[config.mk]
export PLATFORM = sky130hd
export DESIGN_NAME = ex_operand_stage
export DESIGN_NICKNAME = d
export VERILOG_FILES = /design/src/rtl/mips_pkg.sv /design/src/rtl/ex_operand_stage_hazard_detect.sv /design/src/rtl/ex_operand_stage.sv
export SDC_FILE = /design/constraint.sdc
export NUM_CORES = 1
export LEC_CHECK = 0
export CAP_MARGIN = 15
export CORE_MARGIN = 1.5
export CORE_UTILIZATION = 36
export CTS_CLUSTER_DIAMETER = 150
export DETAILED_ROUTE_END_ITERATION = 6
export DONT_BUFFER_PORTS = 1
export REMOVE_ABC_BUFFERS = 1
export SETUP_SLACK_MARGIN = 0.02
export SLEW_MARGIN = 20
export SYNTH_ARGS = -nofsm -noshare
export SYNTH_HDL_FRONTEND = slang
export SYNTH_SLANG_ARGS = --single-unit
[constraint.sdc]
create_clock -name clk -period 7.4 [get_ports clk]
set_input_delay 1.48 -clock clk [delete_from_list [all_inputs] [get_ports clk]]
set_output_delay 1.48 -clock clk [all_outputs]
set_load 0.01 [all_outputs]
[src/rtl/mips_pkg.sv]
// Shared definitions for the pipelined MIPS core: ALU operation codes and
// the operand forwarding source select.
package mips_pkg;

    localparam logic [2:0] ALU_AND = 3'b000;
    localparam logic [2:0] ALU_OR  = 3'b001;
    localparam logic [2:0] ALU_ADD = 3'b010;
    localparam logic [2:0] ALU_SLL = 3'b011;
    localparam logic [2:0] ALU_SRL = 3'b100;
    localparam logic [2:0] ALU_SUB = 3'b110;
    localparam logic [2:0] ALU_SLT = 3'b111;

    typedef enum logic [1:0] {
        FWD_RF = 2'd0,
        FWD_W  = 2'd1,
        FWD_M  = 2'd2
    } fwd_sel_t;

endpackage

[src/rtl/ex_operand_stage_hazard_detect.sv]
// Combinational hazard unit: decode stall and E-stage operand forward selects.
// With EXSTAGE_FORWARD_EN undefined, M/E producers stall decode instead of forwarding.
module hazard_detect
    import mips_pkg::*;
#(
    parameter int RADDR = 5
) (
    input  logic [RADDR-1:0] rs_d,
    input  logic [RADDR-1:0] rt_d,
    input  logic [RADDR-1:0] rs_e,
    input  logic [RADDR-1:0] rt_e,
    input  logic             memtoreg_e,
    input  logic             regwrite_e,
    input  logic [RADDR-1:0] writereg_e,
    input  logic             regwrite_m,
    input  logic [RADDR-1:0] writereg_m,
    input  logic             regwrite_w,
    input  logic [RADDR-1:0] writereg_w,
    output fwd_sel_t         fwd_a,
    output fwd_sel_t         fwd_b,
    output logic             stall_d
);

    function automatic fwd_sel_t pick_src(input logic [RADDR-1:0] src,
                                          input logic             wen_m,
                                          input logic [RADDR-1:0] dst_m,
                                          input logic             wen_w,
                                          input logic [RADDR-1:0] dst_w);
        if (wen_m && dst_m != '0 && dst_m == src)
            return FWD_M;
        else if (wen_w && dst_w != '0 && dst_w == src)
            return FWD_W;
        else
            return FWD_RF;
    endfunction

    logic load_use;

    always_comb begin
        fwd_a    = pick_src(rs_e, regwrite_m, writereg_m, regwrite_w, writereg_w);
        fwd_b    = pick_src(rt_e, regwrite_m, writereg_m, regwrite_w, writereg_w);
        load_use = memtoreg_e && (rt_e == rs_d || rt_e == rt_d) && rt_e != '0;
    end

`ifdef EXSTAGE_FORWARD_EN
    logic unused_e_dst;
    assign unused_e_dst = ^{regwrite_e, writereg_e};
    assign stall_d      = load_use;
`else
    // Without forwarding, any in-flight E or M producer of a decode source stalls.
    function automatic logic raw(input logic [RADDR-1:0] src);
        return src != '0 &&
               ((regwrite_e && writereg_e == src) ||
                (regwrite_m && writereg_m == src));
    endfunction

    assign stall_d = load_use || raw(rs_d) || raw(rt_d);
`endif

endmodule

[src/rtl/ex_operand_stage.sv]
// D->E pipeline register and execute operand selection; bubbles on stall/flush.
// Macro EXSTAGE_FORWARD_EN enables M/W result forwarding into the E operands.
module ex_operand_stage
    import mips_pkg::*;
#(
    parameter int WIDTH = 32,
    parameter int RADDR = 5
) (
    input  logic             clk,
    input  logic             reset,
    input  logic             flush_e,
    input  logic [WIDTH-1:0] rd1_d,
    input  logic [WIDTH-1:0] rd2_d,
    input  logic [WIDTH-1:0] signimm_d,
    input  logic [RADDR-1:0] rs_d,
    input  logic [RADDR-1:0] rt_d,
    input  logic [RADDR-1:0] rd_d,
    input  logic [2:0]       alucont_d,
    input  logic             alusrc_d,
    input  logic             regdst_d,
    input  logic             regwrite_d,
    input  logic             memtoreg_d,
    input  logic             memwrite_d,
    input  logic             regwrite_m,
    input  logic [RADDR-1:0] writereg_m,
    input  logic [WIDTH-1:0] aluout_m,
    input  logic             regwrite_w,
    input  logic [RADDR-1:0] writereg_w,
    input  logic [WIDTH-1:0] result_w,
    output logic [WIDTH-1:0] srca_e,
    output logic [WIDTH-1:0] srcb_e,
    output logic [2:0]       alucont_e,
    output logic [WIDTH-1:0] writedata_e,
    output logic [RADDR-1:0] writereg_e,
    output logic             regwrite_e,
    output logic             memtoreg_e,
    output logic             memwrite_e,
    output logic             stall_d
);

    logic [WIDTH-1:0] rd1_e, rd2_e, signimm_e;
    logic [RADDR-1:0] rs_e, rt_e, rd_e;
    logic             alusrc_e, regdst_e;
    fwd_sel_t         fwd_a, fwd_b;
    logic [WIDTH-1:0] opa, opb;

    hazard_detect #(.RADDR(RADDR)) u_hazard (
        .rs_d       (rs_d),
        .rt_d       (rt_d),
        .rs_e       (rs_e),
        .rt_e       (rt_e),
        .memtoreg_e (memtoreg_e),
        .regwrite_e (regwrite_e),
        .writereg_e (writereg_e),
        .regwrite_m (regwrite_m),
        .writereg_m (writereg_m),
        .regwrite_w (regwrite_w),
        .writereg_w (writereg_w),
        .fwd_a      (fwd_a),
        .fwd_b      (fwd_b),
        .stall_d    (stall_d)
    );

    // E never holds: a stalled decode instruction is replaced by a bubble here.
    always_ff @(posedge clk) begin
        if (reset || flush_e || stall_d) begin
            rd1_e      <= '0;
            rd2_e      <= '0;
            signimm_e  <= '0;
            rs_e       <= '0;
            rt_e       <= '0;
            rd_e       <= '0;
            alucont_e  <= '0;
            alusrc_e   <= 1'b0;
            regdst_e   <= 1'b0;
            regwrite_e <= 1'b0;
            memtoreg_e <= 1'b0;
            memwrite_e <= 1'b0;
        end else begin
            rd1_e      <= rd1_d;
            rd2_e      <= rd2_d;
            signimm_e  <= signimm_d;
            rs_e       <= rs_d;
            rt_e       <= rt_d;
            rd_e       <= rd_d;
            alucont_e  <= alucont_d;
            alusrc_e   <= alusrc_d;
            regdst_e   <= regdst_d;
            regwrite_e <= regwrite_d;
            memtoreg_e <= memtoreg_d;
            memwrite_e <= memwrite_d;
        end
    end

`ifdef EXSTAGE_FORWARD_EN
    always_comb begin
        unique case (fwd_a)
            FWD_M:   opa = aluout_m;
            FWD_W:   opa = result_w;
            default: opa = rd1_e;
        endcase
        unique case (fwd_b)
            FWD_M:   opb = aluout_m;
            FWD_W:   opb = result_w;
            default: opb = rd2_e;
        endcase
    end
`else
    logic unused_fwd;
    assign unused_fwd = ^{aluout_m, result_w, fwd_a, fwd_b};
    assign opa        = rd1_e;
    assign opb        = rd2_e;
`endif

    assign srca_e      = opa;
    assign writedata_e = opb;
    assign srcb_e      = alusrc_e ? signimm_e : opb;
    assign writereg_e  = regdst_e ? rd_e : rt_e;

endmodule
==> flow_summary.json <==
{
  "worstPathMaxFanout": 55,
  "slew-limit-headroom": 0.431,
  "die_h_um": 126,
  "fin_util": 0.405,
  "fin_nets": 664,
  "power_leakage_nw": 2.24,
  "wl_met2_mm": 6.75,
  "grt_max_degree": 64,
  "gp_congestion": 0.762,
  "status": "completed",
  "critPathKind": "primary input to primary output",
  "wl_per_cell_um": 21.0,
  "layout_min_cycle_time_ps": 4850,
  "drive_gt1_frac": 0.262,
  "seqPwrFrac": 0.419,
  "drv_cap": 0,
  "dieArea_um2": 15800,
  "fin_crit_sh": 0.656,
  "arrival_ps": 3370,
  "track_usage": 0.174,
  "internal-power_w": 0.00124,
  "postRouteAntennaNets": 0,
  "cp-end-kind": "primary output",
  "path_clk_slew_ps": 50,
  "swShare": 0.222,
  "die_w_um": 126,
  "setup_viol": 0,
  "syn_area_um2": 5410,
  "io_pins": 306,
  "grt_pass1_vias": 4205,
  "max-vdd-ir-drop_uv": 142,
  "skew_ps": 10.6,
  "final_cell_mix": "o2111ai_1 (114), dfxtp_1 (113), nor3_1 (66)",
  "clk_path_buf_depth": 2,
  "wl_mm": 13.9,
  "h-tree-depth": 4,
  "routed-via-count": 4183,
  "power_frac_clock": 0.510,
  "postSynthAreaPerCell_um2": 10.5,
  "cts_buffers": 17,
  "p_comb_frac": 0.071,
  "grt_pass1_wl_mm": 22.2,
  "ctsHoldBuffers": 0,
  "area_growth_pct": 9.18,
  "cp.required_ps": 5920,
  "initialDrtViolationCount": 171,
  "remaining_drc_errors": 0,
  "worst_pin_slew_ps": 854,
  "whs_ps": 1100,
  "seq_area_frac_synth": 0.422,
  "top_layer": "met4",
  "ys_warn_count": 0,
  "grt.overflow.total": 0,
  "netlist_instances": 516,
  "drv_slew": 0,
  "vias_per_cell": 6.32,
  "std_cell_rows": 44,
  "slowest_stage": "o22a_4",
  "p_per_area_nw_per_um2": 270,
  "io_buffers": 0,
  "cts.sinks": 114,
  "cts_setup_buffers": 0,
  "hold_depth": 4,
  "clk_latency_ps": 400,
  "fmax_mhz": 206,
  "worstPathCellList": "or4_1 -> o211ai_1 -> o22a_4 -> o21ai_1 -> or3_1",
  "ys_types": 29,
  "final_common_cell": "o2111ai_1",
  "fillers": 1382,
  "cts-resized-gates": 0,
  "hold_viol": 0,
  "firstDrtPassIters": 4,
  "cts_tree": "done",
  "reg2reg_depth": 7,
  "p_sw_w": 0.000355,
  "route.met3.wl_mm": 1.16,
  "critPathLaunchType": "primary input",
  "core-area_um2": 14600,
  "max_stage_delay_ps": 560,
  "hold_class": "register to register",
  "antenna_cells": 0,
  "grt_setup_unrepaired": "false",
  "yosys_register_bits": 114,
  "root_buffer": "clkbuf_16",
  "hpwl_mm": 8.64,
  "antenna_found_initial": 0,
  "met1Wirelength_mm": 5.86,
  "fin_tns_setup_ps": 0,
  "start_util": 0.371
}
power groups by stage:
stage / clock network [W] / registers [W] / logic [W]
after detailed placement: 0 / 0.000681 / 0.000112
after CTS: 0.000831 / 0.000669 / 0.000112
after global routing: 0.000859 / 0.000671 / 0.000125
final: 0.000813 / 0.000669 / 0.000114
after floorplan: 0 / 0.000675 / 0.0000899
after global placement: 0 / 0.000681 / 0.000108
cell type report:
cell class	count	area [µm²]	share of cell area
Timing Repair Buffer	11	103	0.0174
Multi-Input combinational cell	317	2680	0.454
Clock inverter	5	100	0.0169
Sequential cell	114	2280	0.387
Inverter	5	18.8	0.00318
Clock buffer	26	489	0.0828
Tap cell	184	230	0.0390
worst max-delay path, delay by kind of cell:
family | cells | cell delay (ps)
AND/OR/NAND/NOR | 2 | 930
AO/OA/AOI/OAI | 3 | 910
kinds of logic (layout without fill, tap and decap cells):
family | after synthesis | after routing | share of synthesized area
and+or+nand+nor | 128 | 128 | 0.170
DFF | 114 | 114 | 0.422
buffers and inverters | 85 | 47 | 0.0883
muxes | 37 | 37 | 0.0759
AOI/OAI and AO/OA | 122 | 122 | 0.196
xor gates and xnor gates | 30 | 30 | 0.0486
through the flow:
| step | power (W) | setup slack, ps | instance area (µm²) | cells |
|---|---|---|---|---|
| after floorplan | 0.000765 | 292 | 4950 | 436 |
| after global placement | 0.000789 | 2610 | 5290 | 630 |
| after detailed placement | 0.000793 | 2570 | 5290 | 630 |
| after CTS | 0.00161 | 2570 | 5880 | 661 |
| after global routing | 0.00166 | 2460 | 5910 | 662 |
| final | 0.00160 | 2550 | 5910 | 662 |
Yosys cell counts:
library cell | number | area [µm²]
a21oi_2 | 1 | 8.76
buf_1 | 4 | 15.0
buf_2 | 29 | 145
buf_4 | 9 | 67.6
buf_6 | 9 | 101
buf_8 | 1 | 15.0
clkbuf_1 | 26 | 97.6
dfxtp_1 | 114 | 2280
dlygate4sd1_1 | 2 | 17.5
inv_1 | 5 | 18.8
mux2_2 | 32 | 360
mux2i_1 | 5 | 50.1
nand3_1 | 2 | 10.0
nand4_1 | 4 | 25.0
nor2_1 | 1 | 3.75
nor3_1 | 66 | 330
nor3_2 | 50 | 500
nor3_4 | 1 | 16.3
o2111ai_1 | 114 | 998
o211ai_1 | 2 | 15.0
o211ai_2 | 1 | 12.5
o21ai_0 | 2 | 10.0
o21ai_1 | 1 | 5.00
o22a_1 | 1 | 8.76
or3_1 | 1 | 6.26
or4_1 | 2 | 15.0
or4_4 | 1 | 11.3
xnor2_1 | 15 | 131
xor2_1 | 15 | 131
routing by layer:
layer	up-vias	track usage
met2	182	0.282
li1	1923	-
met5	-	0
met3	15	0.0770
met4	0	0.0561
met1	2063	0.207
state kept, by name, summed over array words and instances, names as in the netlist:
register     cells
rt_e             5
alucont_e        3
writedata_e     32
memwrite_e       1
alusrc_e         1
memtoreg_e       1
rd_e             5
signimm_e       32
regwrite_e       1
regdst_e         1
srca_e          32
worst paths after layout:
path                                 start         endpoint  slack, ps
worst max-delay path               rt_d[1]          stall_d       2550
worst min-delay path            memtoreg_e  writedata_e[23]       1100
worst max register to register    regdst_e          rd_e[2]       4180
worst min register to register  memtoreg_e  writedata_e[23]       1100
No activity file was read; power rests on OpenSTA's default activity.
